`src/rtl/approx_mul_pkg.sv`:
```
// Shared types and helpers for the sequential approximate multiplier.
// Optional feature macro: APPROX_COMP_EN (mean-error compensation constant).
package approx_mul_pkg;

  typedef enum logic [1:0] {
    IDLE,
    CALC,
    DONE
  } state_e;

  // Column mask over a 64-bit field: bits [trunc-1:0] are zero, bits
  // [width-1:trunc] are one, everything at or above width is zero.
  function automatic logic [63:0] trunc_mask(input int unsigned trunc,
                                             input int unsigned width);
    logic [63:0] m;
    m = '0;
    for (int unsigned i = 0; i < 64; i++) begin
      if (i >= trunc && i < width) m[i] = 1'b1;
    end
    return m;
  endfunction

  // Half of the weight of the dropped columns: 2^(trunc-1), or 0 when
  // nothing is truncated.
  function automatic logic [63:0] comp_const(input int unsigned trunc);
    if (trunc == 0) return '0;
    return 64'(1) << (trunc - 1);
  endfunction

endpackage

```
`src/rtl/approx_pp_row.sv`:
```
// Combinational partial-product row: the shifted multiplicand gated by the
// current multiplier bit, with low columns cleared in approximate mode.
module approx_pp_row
  import approx_mul_pkg::*;
#(
  parameter int unsigned WIDTH = 8,
  parameter int unsigned TRUNC = 8
) (
  input  logic [2*WIDTH-1:0] acc_a_i,
  input  logic               sb0_i,
  input  logic               mode_i,
  output logic [2*WIDTH-1:0] row_o
);

  localparam int unsigned  PW        = 2 * WIDTH;
  localparam logic [63:0]  MASK_FULL = trunc_mask(TRUNC, PW);

  logic [PW-1:0] mask_c;
  assign mask_c = MASK_FULL[PW-1:0];

  // Select zero, the full row, or the truncated row.
  always_comb begin
    row_o = '0;
    if (sb0_i) begin
      row_o = mode_i ? (acc_a_i & mask_c) : acc_a_i;
    end
  end

endmodule

```
`src/rtl/approx_mul_seq.sv`:
```
// Sequential shift-and-add unsigned multiplier with per-operation
// truncation of low product columns and early termination once the
// remaining multiplier bits are zero. Valid/ready on both sides.
// Optional feature macro: APPROX_COMP_EN adds 2^(TRUNC-1) to approximate
// results with a nonzero multiplier.
module approx_mul_seq
  import approx_mul_pkg::*;
#(
  parameter int unsigned WIDTH = 8,
  parameter int unsigned TRUNC = 8
) (
  input  logic               clk,
  input  logic               rst_n,
  input  logic               in_valid,
  output logic               in_ready,
  input  logic [WIDTH-1:0]   a,
  input  logic [WIDTH-1:0]   b,
  input  logic               approx_en,
  output logic               out_valid,
  input  logic               out_ready,
  output logic [2*WIDTH-1:0] result
);

  localparam int unsigned PW = 2 * WIDTH;
  localparam int unsigned CW = $clog2(WIDTH);

  state_e         state_q;
  logic [PW-1:0]  acc_a_q;
  logic [WIDTH-1:0] sb_q;
  logic [WIDTH-1:0] sb_d;
  logic           mode_q;
  logic [PW-1:0]  acc_q;
  logic [PW-1:0]  acc_d;
  logic [CW-1:0]  cnt_q;
  logic [PW-1:0]  result_q;
  logic           in_ready_q;
  logic           out_valid_q;
  logic [PW-1:0]  row_c;
  logic           last_c;

`ifdef APPROX_COMP_EN
  localparam logic [63:0] COMP_FULL = comp_const(TRUNC);
  logic          nz_q;
  logic [PW-1:0] comp_c;
  assign comp_c = COMP_FULL[PW-1:0];
`endif

  approx_pp_row #(
    .WIDTH (WIDTH),
    .TRUNC (TRUNC)
  ) u_row (
    .acc_a_i (acc_a_q),
    .sb0_i   (sb_q[0]),
    .mode_i  (mode_q),
    .row_o   (row_c)
  );

  // Next accumulator, next multiplier shift and the last-row decision.
  always_comb begin
    sb_d   = sb_q >> 1;
    last_c = (sb_d == '0) || (cnt_q == CW'(WIDTH - 1));
    acc_d  = acc_q + row_c;
`ifdef APPROX_COMP_EN
    // Compensation is folded into the final CALC cycle so it costs no
    // extra latency.
    if (last_c && mode_q && nz_q) acc_d = acc_d + comp_c;
`endif
  end

  // Control FSM with datapath registers and registered handshake outputs.
  always_ff @(posedge clk) begin
    if (!rst_n) begin
      state_q     <= IDLE;
      in_ready_q  <= 1'b1;
      out_valid_q <= 1'b0;
      result_q    <= '0;
      acc_q       <= '0;
      acc_a_q     <= '0;
      sb_q        <= '0;
      mode_q      <= 1'b0;
      cnt_q       <= '0;
`ifdef APPROX_COMP_EN
      nz_q        <= 1'b0;
`endif
    end else begin
      case (state_q)
        IDLE: begin
          if (in_valid) begin
            acc_a_q    <= PW'(a);
            sb_q       <= b;
            mode_q     <= approx_en;
`ifdef APPROX_COMP_EN
            nz_q       <= (b != '0);
`endif
            acc_q      <= '0;
            cnt_q      <= '0;
            in_ready_q <= 1'b0;
            state_q    <= CALC;
          end
        end
        CALC: begin
          if (last_c) begin
            result_q    <= acc_d;
            out_valid_q <= 1'b1;
            state_q     <= DONE;
          end else begin
            acc_q   <= acc_d;
            acc_a_q <= acc_a_q << 1;
            sb_q    <= sb_d;
            cnt_q   <= cnt_q + CW'(1);
          end
        end
        DONE: begin
          if (out_ready) begin
            out_valid_q <= 1'b0;
            in_ready_q  <= 1'b1;
            state_q     <= IDLE;
          end
        end
        default: state_q <= IDLE;
      endcase
    end
  end

  assign in_ready  = in_ready_q;
  assign out_valid = out_valid_q;
  assign result    = result_q;

endmodule

```
`config.mk`:
```
export PLATFORM = sky130hd
export DESIGN_NAME = approx_mul_seq
export DESIGN_NICKNAME = d
export VERILOG_FILES = /design/src/rtl/approx_mul_pkg.sv /design/src/rtl/approx_pp_row.sv /design/src/rtl/approx_mul_seq.sv
export SDC_FILE = /design/constraint.sdc
export NUM_CORES = 1
export LEC_CHECK = 0
export CORE_ASPECT_RATIO = 1.2
export CORE_MARGIN = 5
export CORE_UTILIZATION = 30
export CTS_BUF_LIST = sky130_fd_sc_hd__clkbuf_8
export DETAILED_ROUTE_END_ITERATION = 10
export PLACE_DENSITY = 0.6
export SLEW_MARGIN = 20
export SYNTH_ARGS = -nofsm -noshare
export SYNTH_HDL_FRONTEND = slang
export SYNTH_HIERARCHICAL = 1
export SYNTH_SLANG_ARGS = --single-unit
```
`constraint.sdc`:
```
create_clock -name clk -period 3.93 [get_ports clk]
set_input_delay 0.393 -clock clk [delete_from_list [all_inputs] [get_ports clk]]
set_output_delay 0.393 -clock clk [all_outputs]
set_load 0.01 [all_outputs]
```
Word-level counts from Yosys, hierarchy flattened
Cells that the tools add are included.
W data, S select, Z words.
- register bits: 64
- output and inout port bits: 18
- add/subtract/negate cells: 2
- equality and inequality tests: 7
- multiplexer cells: 24
- reduce and logical (&&, ||, !) cells: 12
- operator list (kind ; count):
    $mux W16 ; 5
    $pmux W16 S2 ; 2
    $mux W8 ; 3
    $add A16 B16 Y16 ; 1
    $pmux W8 S2 ; 1
    $reduce_and A3 Y1 ; 4
    $logic_not A8 Y1 ; 1
    $ne A2 B2 Y1 const B ; 4
    $mux W2 ; 3
    $mux W3 ; 2
    $pmux W2 S3 ; 1
    $pmux W3 S2 ; 1
    $reduce_bool A2 Y1 ; 3
    $mux W1 ; 4
    $pmux W1 S2 ; 2
    $reduce_and A2 Y1 ; 2
    $add A3 B1 Y3 const B ; 1
    $eq A3 B3 Y1 const B ; 1
    $eq A2 B1 Y1 const B ; 1
    $eq A2 B2 Y1 const B ; 1
    $logic_not A2 Y1 ; 1
    $logic_or A1 B1 Y1 ; 1

Depth between registers and ports, before layout
- depth in word-level cells: 5
- mapped depth: 10
- depth with buffers taken out: 9

Modules after synthesis
Netlist, hierarchy kept.
- by module, submodules not included (module ; times used ; cells each ; area each (um^2) ; seq. area each (um^2)):
    approx_mul_seq ; 1 ; 416 ; 3382.0 ; 1281.2
    approx_pp_row ; 1 ; 17 ; 146.4 ; 0.0

Worst setup path before layout
Ideal clock, no wire load.
- kind: reg2reg
- start: reg mode_q
- end: reg acc_q[12]
- setup time: 106 ps
- data arrival time: 2317 ps
- slack: 1507 ps
- stages on the path, launching flop included: 10
- period minus slack after synthesis: 2423 ps
- cell sequence: dfxtp_1 and3b_2 ha_1 fa_1 a21oi_1 o22ai_1 o21ai_0 a21oi_1 or3_1 o311ai_0
- cells in the longest elaborated chain, start to end: 5
- RTL lines (element ; RTL line ; RTL):
    start: declaration ; approx_mul_seq.sv:31 ; logic mode_q;
    start signal: assignment ; approx_mul_seq.sv:91 ; mode_q <= approx_en;
    $mux W8 ; approx_pp_row.sv:25 ; row_o = mode_i ? (acc_a_i & mask_c) : acc_a_i;
    $mux W16 ; approx_pp_row.sv:24 ; if (sb0_i) begin
    via row_c[0] ; approx_mul_seq.sv:38 ; logic [PW-1:0] row_c;
    $add A16 B16 Y16 ; approx_mul_seq.sv:62 ; acc_d = acc_q + row_c;
    $mux W16 ; approx_mul_seq.sv:102 ; if (last_c) begin
    $pmux W16 S2 ; approx_mul_seq.sv:86 ; case (state_q)
    end signal: assignment ; approx_mul_seq.sv:77 ; acc_q <= '0;
    end signal: assignment ; approx_mul_seq.sv:95 ; acc_q <= '0;
    end signal: assignment ; approx_mul_seq.sv:107 ; acc_q <= acc_d;
    end: declaration ; approx_mul_seq.sv:32 ; logic [PW-1:0] acc_q;
The timed path passes the listed nets, and every way through them passes these cells. The select of a mux whose other input is x is not followed.
A chain may end at the register's enable or synchronous reset.

Worst setup path in the final report
- start: reg sb_q[0]
- end: reg result_q[12] (netlist: result[12])
- cells in the longest elaborated chain, start to end: 2
- RTL lines (element ; RTL line ; RTL):
    start: declaration ; approx_mul_seq.sv:29 ; logic [WIDTH-1:0] sb_q;
    start signal: assignment ; approx_mul_seq.sv:79 ; sb_q <= '0;
    start signal: assignment ; approx_mul_seq.sv:90 ; sb_q <= b;
    start signal: assignment ; approx_mul_seq.sv:109 ; sb_q <= sb_d;
    $mux W16 ; approx_pp_row.sv:24 ;
    via row_c[0] ; approx_mul_seq.sv:38 ;
    $add A16 B16 Y16 ; approx_mul_seq.sv:62 ;
    end signal: assignment ; approx_mul_seq.sv:76 ; result_q <= '0;
    end signal: assignment ; approx_mul_seq.sv:103 ; result_q <= acc_d;
    end: declaration ; approx_mul_seq.sv:35 ; logic [PW-1:0] result_q;
The timed path passes the listed nets, and every way through them passes these cells.

==> results.toml <==
[run_status]
status = "complete, no violations"

[final_layout]
stdcell_count = 622
diodes = 0
synthToLayoutAreaGrowth_pct = 18.9
register_area_sq_mm = 0.00128
fin_nets = 499
drive_above_1_share_pct = 10.8
fill_cells = 1223
design_area_sq_mm = 0.00420
multi_input_comb_area_sq_mm = 0.00208

[setup_path]
startpoint_type = "register"
path_max_fanout = 17
critPathKind = "register to register"
startpoint = "sb_q[0]"
crit_path_end_kind = "register"
rr_worst_depth = 9
reg2reg_from = "sb_q[0]"
crit_required_ps = 4170
cp_data_arrival_time_ps = 3030

[sta]
fin_skew_ps = 5.91
setup-violations-final = 0
setup_tns_ps = 0
timing.final.ws_setup_ps = 1140
fmax_ghz = 0.359
slew_headroom_pct = 44.4
hold_violations = 0
fin_crit_sh_pct = 71.0
layout_min_cycle_time_ps = 2790
drv_slew = 0
worst-slew-pin-transition_ps = 834
holdWs_ps = 452
grt_setup_unrepaired = "false"

[die]
die-area_sq_mm = 0.0140
fp-row-count = 43
io_pins = 39
design.core.area_sq_mm = 0.0116
die_width_um = 109
die_y_um = 129
start_util_pct = 30.5

[drt]
drt-vias-per-instance = 5.06
wl_met2_um = 4230
top_layer = "met4"
wirelength_um = 8810
drt_first_pass_iters = 7
wl_per_cell_um = 14.2
vias = 3150
wl_met3_um = 418
first_iter_violations = 172
wl_met1_um = 3970
drc_errors = 0
ant_nets = 0

[hold_path]
holdCritPathClass = "register to register"
min_path_cells = 2
hold_start = "result[0]"

[synth]
ys_seq_area_share_pct = 36.3
synth_area_per_cell_sq_um = 8.15
synth-compound-area-share_pct = 22.7
netlist_instances = 433
synthFlopType = "dfxtp_1"
syn-num-nets = 472
syn_area_sq_mm = 0.00353
synth_warnings = 6
synth_top_family_by_area = "simple AND/OR/NAND/NOR gates"
ys_types = 57
synthSimpleGateAreaFrac_pct = 27.0
yosys.area_share.xor_xnor_pct = 2.48
synth_area_leader_cell = "dfxtp_1"
synthAdderAreaFrac_pct = 6.60
yosysTopAreaCellShare_pct = 36.3
yosys.cell_count.top_type = "nand2_1"
synth_common_cells = "74 x nand2_1, 64 x dfxtp_1, 38 x a21oi_1"
synth_seq_cells = 64
synth_edf_count = 0
ys_top_cells_by_area = "dfxtp_1 36%, nand2_1 7.9%, ha_1 6.0%"
synthArstFlopShare_pct = 0
synthMuxAreaShare_pct = 0.284

[cts]
clk_pin_slew_ps = 70
tritoncts = "built"
post_cts.repair.setup_buffers = 0
ctsLongestPathBuffers = 2
numClockSinks = 64
htreeDepth = 3
clkLatencyLatePin_ps = 350
cts_root_buf = "clkbuf_8"
holdBufCountCts = 0
cts-resized-gates = 0
cts-buffers-inserted = 9

[pwr]
leakage_nw = 1.59
peakVddDrop_v = 0.000167
p_per_area_mw_per_mm2 = 393

[global_route]
grt_pass1_wl_um = 14700
gr-usage-all-layers_pct = 13.3
grt_max_degree = 45
overflow = 0
antenna_found_initial = 0
first_global_vias = 3000

[place]
io_buffers = 38
hpwl_um = 6260
dpl_worst_slack_ps = 1170
dpl.cell_count = 606
gp_congestion = 0.837
dpl_cell_area_sq_mm = 0.00400

[flow_run]
maxCapViolations = 0
worst max-delay path, stage by stage (launching register included):
cell and delay (ps):
dfxtp_1 450, and3b_2 280, ha_1 220, fa_1 420, a21oi_1 240, o22ai_1 150, o21ai_0 320, a21oi_1 130
or3_1 350, o311ai_0 100
worst paths after layout:
kind | slack, ps | end
setup / recovery | 1140 | result[12]
hold / removal | 450 | result[0]
setup reg to reg | 1140 | result[12]
hold reg to reg | 450 | result[0]
state kept, by name (all words and copies together) (netlist names):
| register | cells |
|---|---|
| out_valid | 1 |
| mode_q | 1 |
| cnt_q | 3 |
| in_ready | 1 |
| state_q | 2 |
| acc_a_q | 16 |
| sb_q | 8 |
| result | 16 |
| acc_q | 16 |
per-stage QoR:
step,utilization (%),power [W]
after floorplan,-,0.00101
after global placement,34.6,0.00109
after detailed placement,34.6,0.00110
after CTS,36.3,0.00167
after global routing,36.3,0.00174
final,36.3,0.00165
cell usage in the layout (no fill, tap or decap), types with 2 or more instances in the layout:
cell type and count:
a311oi_2 7, and2_1 4, a211oi_1 2, inv_1 7, a21oi_1 38, clkbuf_8 11
nand3_1 33, clkdlybuf4s50_1 38, nor2_1 34, a211oi_2 2, or3_1 7, a311oi_1 8
o21ai_1 3, and2_2 6, o21bai_1 2, xnor2_1 5, nor3_1 6, and3b_2 6
o21ai_0 22, dfxtp_1 64, a21o_1 5, o22ai_1 2, o211ai_1 2, nand2b_1 4
buf_4 5, nand4_1 6, o311ai_0 3, xor2_1 5, a31oi_1 6, and3b_1 2
a22oi_1 2, ha_1 17, clkinv_2 2, nand2_1 74, nor4_2 2
layer usage:
layer	vias to the layer above	track usage, %
li1	1618	-
met1	1443	16.2
met2	72	22.5
met3	17	2.66
met4	0	6.02
met5	-	0
kinds of logic (layout without fill, tap and decap cells):
| family | Yosys count | after routing |
|---|---|---|
| mux | 1 | 1 |
| flops | 64 | 64 |
| fa+ha+maj | 18 | 18 |
| buf+inv | 32 | 64 |
| simple gates | 193 | 193 |
| xor+xnor | 10 | 10 |
| compound gates | 115 | 115 |
power by group:
part	leakage (nW)	total [W]	internal, W	switching [W]
Sequential	0.520	0.000742	0.000696	0.0000458
Clock	0.112	0.000568	0.000321	0.000247
Combinational	0.963	0.000337	0.000121	0.000217
Total	1.59	0.00165	0.00114	0.000510
cell type report:
class	count	share of cell area, %
clock buffers	11	3.61
clock inverters	5	1.13
inverters	5	0.447
multi-input cells	337	49.6
flip-flops and latches	64	30.5
well taps	157	4.68
repair buffers	43	9.96
No activity file was read; power rests on OpenSTA's default activity.
